$ cat config.mk
export PLATFORM = sky130hd
export DESIGN_NAME = bus_arbiter
export DESIGN_NICKNAME = d
export VERILOG_FILES = /design/src/rtl/bus_arbiter.sv
export SDC_FILE = /design/constraint.sdc
export NUM_CORES = 1
export LEC_CHECK = 0
export CORE_MARGIN = 4
export CORE_UTILIZATION = 30
export CTS_CLUSTER_SIZE = 14
export DETAILED_ROUTE_END_ITERATION = 10
export PLACE_DENSITY = 0.49
export SYNTH_ARGS = -nofsm -noshare
export SYNTH_HDL_FRONTEND = slang
export SYNTH_SLANG_ARGS = --single-unit
$ cat constraint.sdc
create_clock -name clk -period 4 [get_ports clk]
set_input_delay 0.8 -clock clk [delete_from_list [all_inputs] [get_ports clk]]
set_output_delay 0.8 -clock clk [all_outputs]
set_load 0.01 [all_outputs]
$ cat src/rtl/bus_arbiter.sv
// Bus frame sequencer: splits each 16-cycle frame into a video fetch phase and a CPU/bridge phase.
// Optional macro BUS_ARBITER_80COL_EN selects the 80-column double character fetch pattern.
module bus_arbiter #(
  parameter int FRAME_CYCLES = 16
) (
  input  logic       clk,
  input  logic       reset_n,
  input  logic       video_en,
  output logic       video_ram_strobe,
  output logic       video_rom_strobe,
  input  logic       cpu_rw,
  output logic       cpu_en,
  input  logic       bridge_req,
  input  logic       bridge_rw,
  output logic       bridge_ack,
  output logic       ram_oe,
  output logic       ram_we,
  output logic [1:0] addr_sel,
  output logic [3:0] slot_cycle
);

  typedef enum logic {
    OWN_CPU    = 1'b0,
    OWN_BRIDGE = 1'b1
  } owner_e;

  localparam logic [1:0] SEL_VIDEO  = 2'd0;
  localparam logic [1:0] SEL_CPU    = 2'd1;
  localparam logic [1:0] SEL_BRIDGE = 2'd2;
  localparam logic [1:0] SEL_IDLE   = 2'd3;

  logic [3:0] slot_cycle_q, slot_cycle_d;
  logic       vid_q, vid_d;
  owner_e     owner_q, owner_d;
  logic       rw_q, rw_d;
  logic       ram_strobe_q, ram_strobe_d;
  logic       rom_strobe_q, rom_strobe_d;
  logic       cpu_en_q, cpu_en_d;
  logic       bridge_ack_q, bridge_ack_d;
  logic       ram_oe_q, ram_oe_d;
  logic       ram_we_q, ram_we_d;
  logic [1:0] addr_sel_q, addr_sel_d;

  // Every output is computed for the cycle being entered (slot_cycle_d), so the
  // registered value lines up with slot_cycle in the same clock period.
  always_comb begin
    slot_cycle_d = slot_cycle_q + 4'd1;

    vid_d = vid_q;
    if (slot_cycle_q == 4'd15) begin
      vid_d = video_en;
    end

    owner_d = owner_q;
    rw_d    = rw_q;
    if (slot_cycle_q == 4'd7) begin
      if (bridge_req && (owner_q != OWN_BRIDGE)) begin
        owner_d = OWN_BRIDGE;
        rw_d    = bridge_rw;
      end else begin
        owner_d = OWN_CPU;
      end
    end
    if ((slot_cycle_q == 4'd8) && (owner_q == OWN_CPU)) begin
      rw_d = cpu_rw;
    end

    ram_strobe_d = 1'b0;
    rom_strobe_d = 1'b0;
    cpu_en_d     = 1'b0;
    bridge_ack_d = 1'b0;
    ram_oe_d     = 1'b0;
    ram_we_d     = 1'b0;
    addr_sel_d   = SEL_IDLE;

    if (!slot_cycle_d[3]) begin
      if (vid_d) begin
        addr_sel_d = SEL_VIDEO;
`ifdef BUS_ARBITER_80COL_EN
        ram_strobe_d = ~slot_cycle_d[1];
        rom_strobe_d = slot_cycle_d[1];
        ram_oe_d     = 1'b1;
`else
        ram_strobe_d = (slot_cycle_d[1:0] != 2'd0) && !slot_cycle_d[2];
        rom_strobe_d = (slot_cycle_d[1:0] != 2'd0) && slot_cycle_d[2];
        ram_oe_d     = (slot_cycle_d[1:0] != 2'd0);
`endif
      end
    end else begin
      addr_sel_d = (owner_d == OWN_BRIDGE) ? SEL_BRIDGE : SEL_CPU;
      if (slot_cycle_d != 4'd8) begin
        if (rw_d) begin
          ram_oe_d = 1'b1;
        end else if ((slot_cycle_d >= 4'd10) && (slot_cycle_d <= 4'd13)) begin
          ram_we_d = 1'b1;
        end
      end
      if (slot_cycle_d == 4'd15) begin
        if (owner_d == OWN_BRIDGE) begin
          bridge_ack_d = 1'b1;
        end else begin
          cpu_en_d = 1'b1;
        end
      end
    end
  end

  always_ff @(posedge clk or negedge reset_n) begin
    if (!reset_n) begin
      slot_cycle_q <= 4'd0;
      vid_q        <= 1'b0;
      owner_q      <= OWN_CPU;
      rw_q         <= 1'b1;
      ram_strobe_q <= 1'b0;
      rom_strobe_q <= 1'b0;
      cpu_en_q     <= 1'b0;
      bridge_ack_q <= 1'b0;
      ram_oe_q     <= 1'b0;
      ram_we_q     <= 1'b0;
      addr_sel_q   <= SEL_IDLE;
    end else begin
      slot_cycle_q <= slot_cycle_d;
      vid_q        <= vid_d;
      owner_q      <= owner_d;
      rw_q         <= rw_d;
      ram_strobe_q <= ram_strobe_d;
      rom_strobe_q <= rom_strobe_d;
      cpu_en_q     <= cpu_en_d;
      bridge_ack_q <= bridge_ack_d;
      ram_oe_q     <= ram_oe_d;
      ram_we_q     <= ram_we_d;
      addr_sel_q   <= addr_sel_d;
    end
  end

  // Bus contention guard: the SRAM must never see OE and WE together.
  always_ff @(posedge clk) begin
    if (reset_n) begin
      assert (!(ram_oe_q && ram_we_q));
      assert (!ram_we_q || ((slot_cycle_q >= 4'd10) && (slot_cycle_q <= 4'd13)));
    end
  end

  assign slot_cycle       = slot_cycle_q;
  assign video_ram_strobe = ram_strobe_q;
  assign video_rom_strobe = rom_strobe_q;
  assign cpu_en           = cpu_en_q;
  assign bridge_ack       = bridge_ack_q;
  assign ram_oe           = ram_oe_q;
  assign ram_we           = ram_we_q;
  assign addr_sel         = addr_sel_q;

endmodule

==> run_results.csv, run 1 <==
group,metric,value,unit
status,outcome,"finished clean",
worst_setup_path,worstSetupStartpointType,"flip-flop",
clocking,clock_path_buffers,2,
worst_setup_path,crit_path_cell_trace,"clkdlybuf4s50_1",
place,dp_hpwl,973,um
route,drt-pass1-iter-count,2,
clocking,clk_pin_slew,0.09,ns
floorplanning,dieHeight,56.6,um
route,avgRoutedWirePerCell,12.2,um
finish,final_util,42.1,%
finish,final_common_cell,"clkdlybuf4s50_1",
route,remaining_drc_errors,0,
place,gp_congestion,0.751,
worst_setup_path,path_delay_family,"buffers and inverters",
place,io_buffers,17,
floorplanning,coreArea,2230,um2
power,vdd_drop_max,0.163,mV
synth,netlist_area,708,um2
power,switching_share,21.6,%
synth,ys_seq_area_share,53.5,%
finish,nNetsFinal,92,
sta,hold_viol,0,
clocking,cts_resized,0,
finish,drive_gt1_share,16.5,%
sta,setup_viol_count_final,0,
global_route,grt_usage,9.36,%
global_route,grt_pass1_vias,507,
power,powerDensity,281,nW/um2
synth,synth-seq-cells,15,
power,p_seq_share,59.8,%
route,vias,489,
sta,maxSlewHeadroom,57.0,%
finish,multi_input_area,303,um2
worst_setup_path,critPathRequiredTime,3.20,ns
power,p_switching,0.0570,mW
worst_hold_path,hp-class,"reg2reg",
clocking,cts_buffers,3,
worst_setup_path,worst-setup-path-type,"reg2out",
clocking,h-tree-depth,1,
synth,synth_nets,70,
sta,clock_skew,0.00107,ns
clocking,post_cts_buffers,0,
power,p_int,0.207,mW
run,max-cap-violations,0,
floorplanning,io-pin-count,18,
synth,async_flop_share,100,%
sta,max_freq,0.460,GHz
power,p_clk_share,32.2,%
synth,synth_edf_count,0,
global_route,grt.overflow.total,0,
finish,final_cell_mix,"clkdlybuf4s50_1 (17), dfrtp_1 (12), inv_1 (7)",
floorplanning,initial_core_util,31.7,%
clocking,clockRootBuffer,"clkbuf_4",
worst_setup_path,crit_slowest_cell,"clkdlybuf4s50_1",
sta,timing.final.crit_share,54.4,%
global_route,grt_max_degree,16,
worst_setup_path,critical_path_arrival,1.38,ns
power,p_leak,0.438,nW
worst_setup_path,crit_fanout,7,
synth,yosys_warnings,0,
finish,fillCellCount,223,
clocking,cts_tree,"yes",
clocking,cts.sinks,15,
finish,n_antenna_cell,0,
synth,synth_cell_types,27,
worst_setup_path,endpoint_kind,"output port",
worst_setup_path,cp_num_buf_inv,1,
synth,synth.avg_cell_area,12.2,um2
global_route,antenna_found_initial,0,
finish,layout.area.seq,379,um2
synth,netlist_instances,58,
sta,min_period,2.18,ns
worst_setup_path,cp_slowest_stage_delay,0.59,ns
global_route,grt_pass1_wl,2310,um
route,drtIter0Drc,2,
finish,syn_to_final_growth,32.7,%
sta,rsz0062_at_grt,"no",
power,p_comb_share,8.0,%
floorplanning,die-area,3200,um2
sta,tightest_slew,0.643,ns
synth,synth_flop_cell,"dfrtp_1",
floorplanning,fp-row-count,17,
sta,slew_violations,0,
clocking,clk_latency,0.27,ns
route,routed_wirelength,1300,um
route,vias_per_cell,4.57,
route,ant_nets,0,
sta,worst_hold_slack,0.534,ns
clocking,cts_hold_buf,0,
sta,tns,0,ns
floorplanning,die_w,56.6,um
worst paths after layout:
kind	to	from	slack [ns]	cells after the start
worst max register to register	ram_oe	slot_cycle[0]	2.12	5
max in group asynchronous	cpu_en	reset_n	2.68	1
worst min-delay path	vid_q	vid_q	0.53	1
min in group asynchronous	ram_we	reset_n	0.92	1
worst max-delay path	slot_cycle[2]	slot_cycle[2]	1.82	1
worst min register to register	vid_q	vid_q	0.53	1
kinds of logic after synthesis:
| family | share of synthesized area [%] |
|---|---|
| fa+ha+maj | 10.6 |
| simple gates | 19.8 |
| buf+inv | 3.71 |
| flops | 53.5 |
| compound gates | 7.07 |
| xor+xnor | 2.30 |
| mux | 3.00 |
final cells by class:
class                           count  area share, %
Timing Repair Buffer               17           18.1
Clock buffer                        4           2.80
Inverter                            7           2.80
Multi-Input combinational cell     36           32.2
Tap cell                           28           3.73
Sequential cell                    15           40.3
power groups by stage:
| stage | logic (mW) | clock network [mW] | registers (mW) |
|---|---|---|---|
| 6_report | 0.0211 | 0.0851 | 0.158 |
| 4_1_cts | 0.0218 | 0.0884 | 0.158 |
| 3_3_place_gp | 0.0219 | 0 | 0.161 |
| 2_1_floorplan | 0.00730 | 0 | 0.162 |
| 5_1_grt | 0.0236 | 0.0952 | 0.159 |
| 3_5_place_dp | 0.0217 | 0 | 0.161 |
sequential cells by signal, summed over array words and instances, names as in the netlist:
signal	cells
bridge_ack	1
cpu_en	1
owner_q	1
vid_q	1
rw_q	1
ram_we	1
video_rom_strobe	1
ram_oe	1
video_ram_strobe	1
slot_cycle	4
addr_sel	2
per-layer routing:
| metal | global-route usage (%) | part of all wire [%] | vias up |
|---|---|---|---|
| li1 | - | - | 243 |
| met1 | 12.2 | 48 | 230 |
| met2 | 14.0 | 46 | 14 |
| met3 | 2.99 | 5.1 | 2 |
| met4 | 4.07 | 1.1 | 0 |
| met5 | 0 | 0 | - |
cell usage after synthesis, types with 2 or more instances:
master / number / area, um2
and2_1: 2 / 12.5
dfrtp_1: 12 / 300
dfstp_2: 3 / 78.8
ha_1: 6 / 75.1
inv_1: 7 / 26.3
nand2_1: 2 / 7.51
nand2b_1: 2 / 12.5
nand3_1: 3 / 15.0
nor2_1: 3 / 11.3
through the flow:
step	cells	power [mW]	area [um2]	setup WS [ns]
after CTS	107	0.268	940	1.81
after global routing	107	0.278	940	1.75
final	107	0.264	940	1.82
after floorplan	58	0.169	708	2.24
after detailed placement	103	0.183	913	1.73
after global placement	103	0.183	913	1.74
Power figures use the tool's default switching activity.
==> run 2, diff against run 1 <==
==> constraint.sdc (replaced) <==
create_clock -name clk -period 2.1 [get_ports clk]
set_input_delay 0.42 -clock clk [delete_from_list [all_inputs] [get_ports clk]]
set_output_delay 0.42 -clock clk [all_outputs]
set_load 0.01 [all_outputs]
==> results of run 2 <==
Same layout as run 1 (identical final DEF). Status: finished clean.
Among the figures that moved: setup slack after placement 1.73 ns -> 0.209 ns; setup slack after layout 1.82 ns -> 0.220 ns; start point of the critical path slot_cycle[2] -> slot_cycle[0]; end point of the critical path slot_cycle[2] -> ram_oe; register-to-register setup slack 2.12 ns -> 0.22 ns; total power 0.264 mW -> 0.503 mW; worst IR drop on VDD 0.163 mV -> 0.310 mV
